`src/rtl/stream_fifo.sv`:
```
// stream_fifo: single-clock valid/ready stream FIFO with fill level, almost-full
// flag and an optional store-and-forward packet mode. In packet mode, packets
// stay invisible until their last beat, and bad or oversize packets are discarded.
module stream_fifo #(
  parameter int DATA_WIDTH  = 256,
  parameter int KEEP_WIDTH  = DATA_WIDTH / 8,
  parameter int DEPTH_LOG2  = 3,
  parameter int PACKET_MODE = 0,
  parameter int AF_THRESH   = (2 ** DEPTH_LOG2) - 2
) (
  input  logic                  clk,
  input  logic                  rst,
  input  logic                  s_valid,
  output logic                  s_ready,
  input  logic [DATA_WIDTH-1:0] s_data,
  input  logic [KEEP_WIDTH-1:0] s_keep,
  input  logic                  s_last,
  input  logic                  s_drop,
  output logic                  m_valid,
  input  logic                  m_ready,
  output logic [DATA_WIDTH-1:0] m_data,
  output logic [KEEP_WIDTH-1:0] m_keep,
  output logic                  m_last,
  output logic [DEPTH_LOG2:0]   level,
  output logic                  almost_full,
  output logic [DEPTH_LOG2:0]   pkt_count,
  output logic                  drop_pulse
);

  localparam int PTR_W   = DEPTH_LOG2 + 1;
  localparam int DEPTH   = 1 << DEPTH_LOG2;
  localparam int ENTRY_W = DATA_WIDTH + KEEP_WIDTH + 1;

  localparam logic [PTR_W-1:0] DEPTH_PTR = PTR_W'(DEPTH);
  localparam logic [PTR_W-1:0] AF_LEVEL  = PTR_W'(AF_THRESH);
  localparam logic [PTR_W-1:0] PTR_ONE   = PTR_W'(1);

  localparam logic [0:0] ST_ACCEPT  = 1'b0;
  localparam logic [0:0] ST_DISCARD = 1'b1;

  // Each entry packs {last, keep, data}
  logic [ENTRY_W-1:0] mem [DEPTH];

  logic [PTR_W-1:0] wr_ptr;
  logic [PTR_W-1:0] wr_commit;
  logic [PTR_W-1:0] rd_ptr;
  logic [0:0]       state;

  logic [PTR_W-1:0] wr_ptr_nx;
  logic [PTR_W-1:0] wr_commit_nx;
  logic [PTR_W-1:0] rd_ptr_nx;
  logic [PTR_W-1:0] level_nx;
  logic [0:0]       state_nx;

  logic               full;
  logic               wr_fire;
  logic               rd_fire;
  logic               rd_last;
  logic               store_beat;
  logic               commit_beat;
  logic               drop_pkt;
  logic [ENTRY_W-1:0] rd_entry;

  assign full     = (wr_ptr - rd_ptr) == DEPTH_PTR;
  assign m_valid  = (rd_ptr != wr_commit);
  assign wr_fire  = s_valid && s_ready;
  assign rd_fire  = m_valid && m_ready;
  assign rd_entry = mem[rd_ptr[DEPTH_LOG2-1:0]];
  assign rd_last  = rd_fire && rd_entry[ENTRY_W-1];

  // Write-side readiness: DISCARD swallows beats regardless of fill, otherwise backpressure on full
  always_comb begin
    s_ready = 1'b0;
    if (!rst) begin
      if (PACKET_MODE != 0 && state == ST_DISCARD) begin
        s_ready = 1'b1;
      end else begin
        s_ready = !full;
      end
    end
  end

  // Output beat is zeroed whenever nothing committed is waiting at the head
  always_comb begin
    m_data = '0;
    m_keep = '0;
    m_last = 1'b0;
    if (m_valid) begin
      m_data = rd_entry[DATA_WIDTH-1:0];
      m_keep = rd_entry[DATA_WIDTH +: KEEP_WIDTH];
      m_last = rd_entry[ENTRY_W-1];
    end
  end

  // Next-state decode for the write pointers, the commit boundary and the packet FSM
  always_comb begin
    wr_ptr_nx    = wr_ptr;
    wr_commit_nx = wr_commit;
    state_nx     = state;
    store_beat   = 1'b0;
    commit_beat  = 1'b0;
    drop_pkt     = 1'b0;
    if (PACKET_MODE == 0) begin
      if (wr_fire) begin
        store_beat   = 1'b1;
        wr_ptr_nx    = wr_ptr + PTR_ONE;
        wr_commit_nx = wr_ptr + PTR_ONE;
        commit_beat  = s_last;
      end
    end else if (state == ST_ACCEPT) begin
      if (wr_fire) begin
        if (s_last && s_drop) begin
          wr_ptr_nx = wr_commit;
          drop_pkt  = 1'b1;
        end else begin
          store_beat = 1'b1;
          wr_ptr_nx  = wr_ptr + PTR_ONE;
          if (s_last) begin
            wr_commit_nx = wr_ptr + PTR_ONE;
            commit_beat  = 1'b1;
          end else if ((wr_ptr + PTR_ONE - wr_commit) == DEPTH_PTR) begin
            state_nx = ST_DISCARD;
          end
        end
      end
    end else begin
      if (wr_fire && s_last) begin
        wr_ptr_nx = wr_commit;
        drop_pkt  = 1'b1;
        state_nx  = ST_ACCEPT;
      end
    end
    rd_ptr_nx = rd_fire ? (rd_ptr + PTR_ONE) : rd_ptr;
    level_nx  = wr_ptr_nx - rd_ptr_nx;
  end

  // Pointer, FSM and status registers; reset throws away everything including partial packets
  always_ff @(posedge clk) begin
    if (rst) begin
      wr_ptr      <= '0;
      wr_commit   <= '0;
      rd_ptr      <= '0;
      state       <= ST_ACCEPT;
      level       <= '0;
      almost_full <= 1'b0;
      pkt_count   <= '0;
      drop_pulse  <= 1'b0;
    end else begin
      wr_ptr      <= wr_ptr_nx;
      wr_commit   <= wr_commit_nx;
      rd_ptr      <= rd_ptr_nx;
      state       <= state_nx;
      level       <= level_nx;
      almost_full <= (level_nx >= AF_LEVEL);
      drop_pulse  <= drop_pkt;
      case ({commit_beat, rd_last})
        2'b10:   pkt_count <= pkt_count + PTR_ONE;
        2'b01:   pkt_count <= pkt_count - PTR_ONE;
        default: pkt_count <= pkt_count;
      endcase
    end
  end

  // Beat storage; contents are deliberately left alone by reset
  always_ff @(posedge clk) begin
    if (store_beat) begin
      mem[wr_ptr[DEPTH_LOG2-1:0]] <= {s_last, s_keep, s_data};
    end
  end

endmodule

```
`config.mk`:
```
export PLATFORM = sky130hd
export DESIGN_NAME = stream_fifo
export DESIGN_NICKNAME = d
export VERILOG_FILES = /design/src/rtl/stream_fifo.sv
export SDC_FILE = /design/constraint.sdc
export NUM_CORES = 2
export LEC_CHECK = 0
export ABC_AREA = 1
export BUFFER_PORTS_ARGS = -buffer_cell sky130_fd_sc_hd__buf_2
export CAP_MARGIN = 20
export CORE_UTILIZATION = 50
export DETAILED_ROUTE_END_ITERATION = 10
export GPL_TIMING_DRIVEN = 0
export PLACE_DENSITY = 0.68
export SYNTH_ARGS = -nofsm -noshare
export SYNTH_HDL_FRONTEND = slang
export SYNTH_SLANG_ARGS = --single-unit
```
`constraint.sdc`:
```
create_clock -name clk -period 47 [get_ports clk]
set_clock_uncertainty 0.05 [all_clocks]
set_input_delay 9.4 -clock clk [delete_from_list [all_inputs] [get_ports clk]]
set_output_delay 9.4 -clock clk [all_outputs]
set_load 0.02 [all_outputs]
```
======== Yosys cells after proc, flatten, opt, wreduce, memory -nomap -nowiden ========
Memories as Yosys holds them, arrays and structs flattened. A register that Yosys moved wholly into a read port is not among the register bits.
Cells that the tools add are included.
Widths: inputs -> output; s select.
operators by class
  $add $sub $neg .......................... 6
  multipliers ............................. 0
  div/mod/pow operators ................... 0
  $lt $le $gt $ge ......................... 1
  equality and inequality tests ........... 4
  shift operators ......................... 0
  multiplexer cells ....................... 12
  bitwise logic cells ..................... 0
  reduce and logical (&&, ||, !) cells .... 5
operators by type and width
  operator             number
  $mux 256             1
  $mux 32              1
  $add 4x1->4 const B  3
  $mux 4               2
  $pmux 4 s2           1
  $sub 4x4->4          2
  $mux 1               6
  $eq 4x4->1 const B   1
  $ge 4x3->1 const B   1
  $ne 4x4->1           1
  $sub 4x1->4 const B  1
  $logic_and 1x1->1    3
  $mux 3               1
  $eq 2x1->1 const B   1
  $eq 2x2->1 const B   1
  $reduce_bool 2->1    1
  $logic_not 1->1      1
word-level totals
  register bits ........................... 21
  bits in latches ......................... 0
  memory bits (writable) .................. 2312
  memory bits (read-only) ................. 0
  input bits .............................. 294
  output and inout bits ................... 301
  logic and storage cells ................. 35
  memories kept ........................... 1
memory list
  name  depth  width  read ports  clocked after memory_dff  wr ports  line  RTL
  mem   8      289    1           1                         1         42    logic [ENTRY_W-1:0] mem [DEPTH];

======== Logic depth before layout (Yosys ltp) ========
  depth in word-level cells ............... 8
  mapped depth ............................ 27
  mapped depth without buffers ............ 24

======== Worst setup path after synthesis ========
Ideal clock, no wire load.
  path type ............................... input-to-reg
  start ................................... in rst
  end ..................................... mem mem[6][0] (netlist name), enable pin
  arrival time ............................ 29.481 ns
  setup slack ............................. 16.174 ns
  stages on the path ...................... 6
  path buffers ............................ 1
  cell sequence ........................... clkbuf_1 inv_1 nand3_1 inv_1 nand2_1 nor3_1
between the ends
  word-level cells in the longest chain between the ends .. 5
RTL lines
  what                          line  RTL
  from (decl)                   12    input logic rst,
  $mux 1                        74    if (!rst) begin
  $logic_and 1x1->1             66    assign wr_fire = s_valid && s_ready;
  $mux 1                        104   if (wr_fire) begin
  $mux 1                        166   if (store_beat) begin
  $mux 1 (not written as such)  167   mem[wr_ptr[DEPTH_LOG2-1:0]] <= {s_last, s_keep, s_data};
  to (decl)                     42
Every way passes these cells.

======== Final worst setup path ========
  start ................................... in rst
  end ..................................... out s_ready
between the ends
  word-level cells in the longest chain between the ends .. 1
RTL lines
  what       line  RTL
  $mux 1     74
  to (decl)  14    output logic s_ready,
Every way passes these cells.

==> run_results.csv <==
group,metric,value,unit
clock_tree,clkTransAtPathRegs,0.06,ns
clock_tree,cts_resized,0,
worst_hold_path,hold_class,"flip-flop to flip-flop",
critical_path,reg2regPathDepth,21,
final_layout,nNetsFinal,8008,
timing,min_period_over_period,42.6,%
global_route,grt_pass1_vias,57869,
drt,ant_nets,0,
timing,rsz0062_at_grt,"no",
floorplanning,die_w,427,µm
critical_path,end_kind,"output pin",
timing,fmax,49.9,MHz
worst_hold_path,min_to,"pkt_count[3]$_SDFFE_PP0P_",
drt,wl,259,mm
floorplanning,coreArea,179000,µm²
drt,drtIter0Drc,7067,
critical_path,cp.arrival,10.59,ns
drt,wl_per_cell,25.1,µm
final_layout,drive_above_1_share,15.6,%
timing,whs,0.422,ns
pwr,ir_worst_vdd,0.0403,mV
job,drv_cap,0,
placed_design,pre_cts_ws,26.97,ns
timing,maxSlewViolCount,0,
timing,fin_ws,26.96,ns
yosys,async_reset_ff_share,0,%
pwr,power_leakage,0.0360,µW
drt,drc,0,
worst_hold_path,hold_depth,2,
critical_path,r2r_end,"mem[6][121]$_DFFE_PP_",
yosys,ys.flop_type,"edfxtp_1",
timing,worst_pin_slew,0.994,ns
timing,relSlewSlack,33.6,%
critical_path,reg2reg_slack,40.63,ns
final_layout,multi_input_area,18100,µm²
drt,viasPerCell,5.86,
global_route,overflow,0,
yosys,postSynthAreaPerCell,13.4,µm²
final_layout,postLayoutCoreUtil,59.3,%
floorplanning,start_util,50.5,%
yosys,netlist_instances,6755,
placed_design,place.gp.congestion,0.836,
critical_path,criticalPathCategory,"input port to output pin",
final_layout,area_growth,17.4,%
yosys,synth_nets,7062,
clock_tree,cts.root.buffer_cell,"clkbuf_16",
yosys,yosysWarnings,0,
clock_tree,cts_hold_buf,0,
final_layout,filler_cell_count,13898,
yosys,yosysUniqueCellTypes,30,
yosys,yosysSeqAreaShare,77.2,%
worst_hold_path,hold_start,"pkt_count[3]$_SDFFE_PP0P_",
placed_design,dp.final_hpwl,170,mm
critical_path,r2r-start,"rd_ptr[2]$_SDFF_PP0_",
floorplanning,dieHeight,427,µm
clock_tree,cts_max_level,4,
global_route,antenna_found_initial,86,
placed_design,portBuffers,591,
global_route,grt_first_pass_wirelength,374,mm
timing,finalHoldViolCount,0,
clock_tree,insertion_delay,0.89,ns
global_route,grt_max_degree,34,
status,status,"completed",
timing,period_minus_slack,20.04,ns
clock_tree,cts_buffer_depth,3,
timing,setup_violations,0,
yosys,synth_seq_cells,2333,
floorplanning,ios,595,
floorplanning,rows,155,
final_layout,regArea,69800,µm²
clock_tree,cts_tree,"done",
yosys,synth_area,90500,µm²
clock_tree,cts_setup_buffers,0,
pwr,power_density,55.6,nW/µm²
critical_path,startpoint_type,"input port",
global_route,grt_usage,27.8,%
yosys,synth_edf_count,2312,
floorplanning,die_area,183000,µm²
critical_path,crit_fanout,10,
clock_tree,cts_buffers,229,
drt,vias,60402,
critical_path,worstPathRequired,37.55,ns
drt,dr.pass1.iters,7,
clock_tree,cts.sinks,2333,
==> layer usage <==
metal	global-route usage, %	vias up	routed length (µm)
met5	0	-	231
met4	14.3	36	13700
met1	37.0	29721	99900
met3	4.94	637	22200
li1	-	27019	-
met2	44.0	2989	123000
==> how the worst max path moves through the flow <==
stage | start | to
5_1_grt | rst | s_ready
4_1_cts | rst | s_ready
3_3_place_gp | rst | mem[6][117]$_DFFE_PP_
3_5_place_dp | rst | s_ready
6_report | rst | s_ready
2_1_floorplan | rst | mem[6][0]$_DFFE_PP_
==> Yosys cell counts (all sizes together) (2+ instances only) <==
master	instances	share of area (%)
a21oi	11	0.061
nand2	63	0.26
xor2	4	0.039
o21ai	1450	8.0
nand3	9	0.050
inv	40	0.17
a31oi	289	2.0
fa	2	0.044
xnor2	2	0.019
buf	201	1.5
nor2	1759	7.3
edfxtp	2312	77
clkbuf	285	1.2
ha	11	0.15
dfxtp	21	0.46
nand4	2	0.014
o22ai	288	2.0
o221ai	2	0.019
==> logic make-up (layout without fill, tap and decap cells) <==
logic type | after synthesis | in the layout | synth area share (%)
other | 1 | 53 | 0.00414
adder cells (fa/ha/maj) | 13 | 13 | 0.196
buffers and inverters | 526 | 1665 | 2.86
flip-flops | 2333 | 2333 | 77.2
AO/OA/AOI/OAI | 2041 | 2041 | 12.1
AND/OR/NAND/NOR | 1835 | 1835 | 7.63
XOR/XNOR | 6 | 6 | 0.0581
==> cell usage in the layout, fill, tap and decap left out, drive strengths merged <==
master,n
nand4,2
a21oi,11
buf,916
a211oi,1
conb,1
or2,1
o221ai,2
nor2,1759
clkinvlp,8
clkbuf,570
bufinv,20
clkinv,106
nor3,1
diode,52
nand3,9
o22ai,288
o21ai,1450
a31oi,289
fa,2
dfxtp,21
xor2,4
nand2,63
inv,45
edfxtp,2312
xnor2,2
ha,11
==> critical path, stage by stage <==
cell and delay, ns:
clkbuf_1 0.42, buf_1 0.45, a21oi_1 0.10, buf_2 0.21
==> layout make-up <==
type	count	share of cell area, %
Inverter	40	0.144
Buffer	486	2.29
Multi-Input combinational cell	3896	17.1
Clock inverter	139	1.24
Tap cell	2355	2.77
Sequential cell	2333	65.7
Antenna cell	52	0.122
Clock buffer	285	5.68
Timing Repair Buffer	715	4.96
==> state kept, by name (all words and copies together) (netlist names) <==
register and count:
wr_commit 4, rd_ptr 4, pkt_count 4, almost_full 1
wr_ptr 4, mem 2312, level 4
==> where the power goes <==
group	internal, µW	leakage, µW	switching (µW)
logic	473	0.0114	1250
registers	2360	0.0210	16.8
clock network	1020	0.00359	782
total	3850	0.0360	2050
==> stage by stage <==
stage | TNS (ns) | power, µW | instance area (µm²) | cells
4_1_cts | 0 | 5910 | 106000 | 10249
5_1_grt | 0 | 6120 | 106000 | 10281
3_3_place_gp | -363.43 | 4150 | 96400 | 9701
6_report | 0 | 5910 | 106000 | 10301
2_1_floorplan | 0 | 3430 | 90500 | 6755
3_5_place_dp | 0 | 4130 | 98800 | 9825
Note: power is estimated with default switching activity, not from simulation.
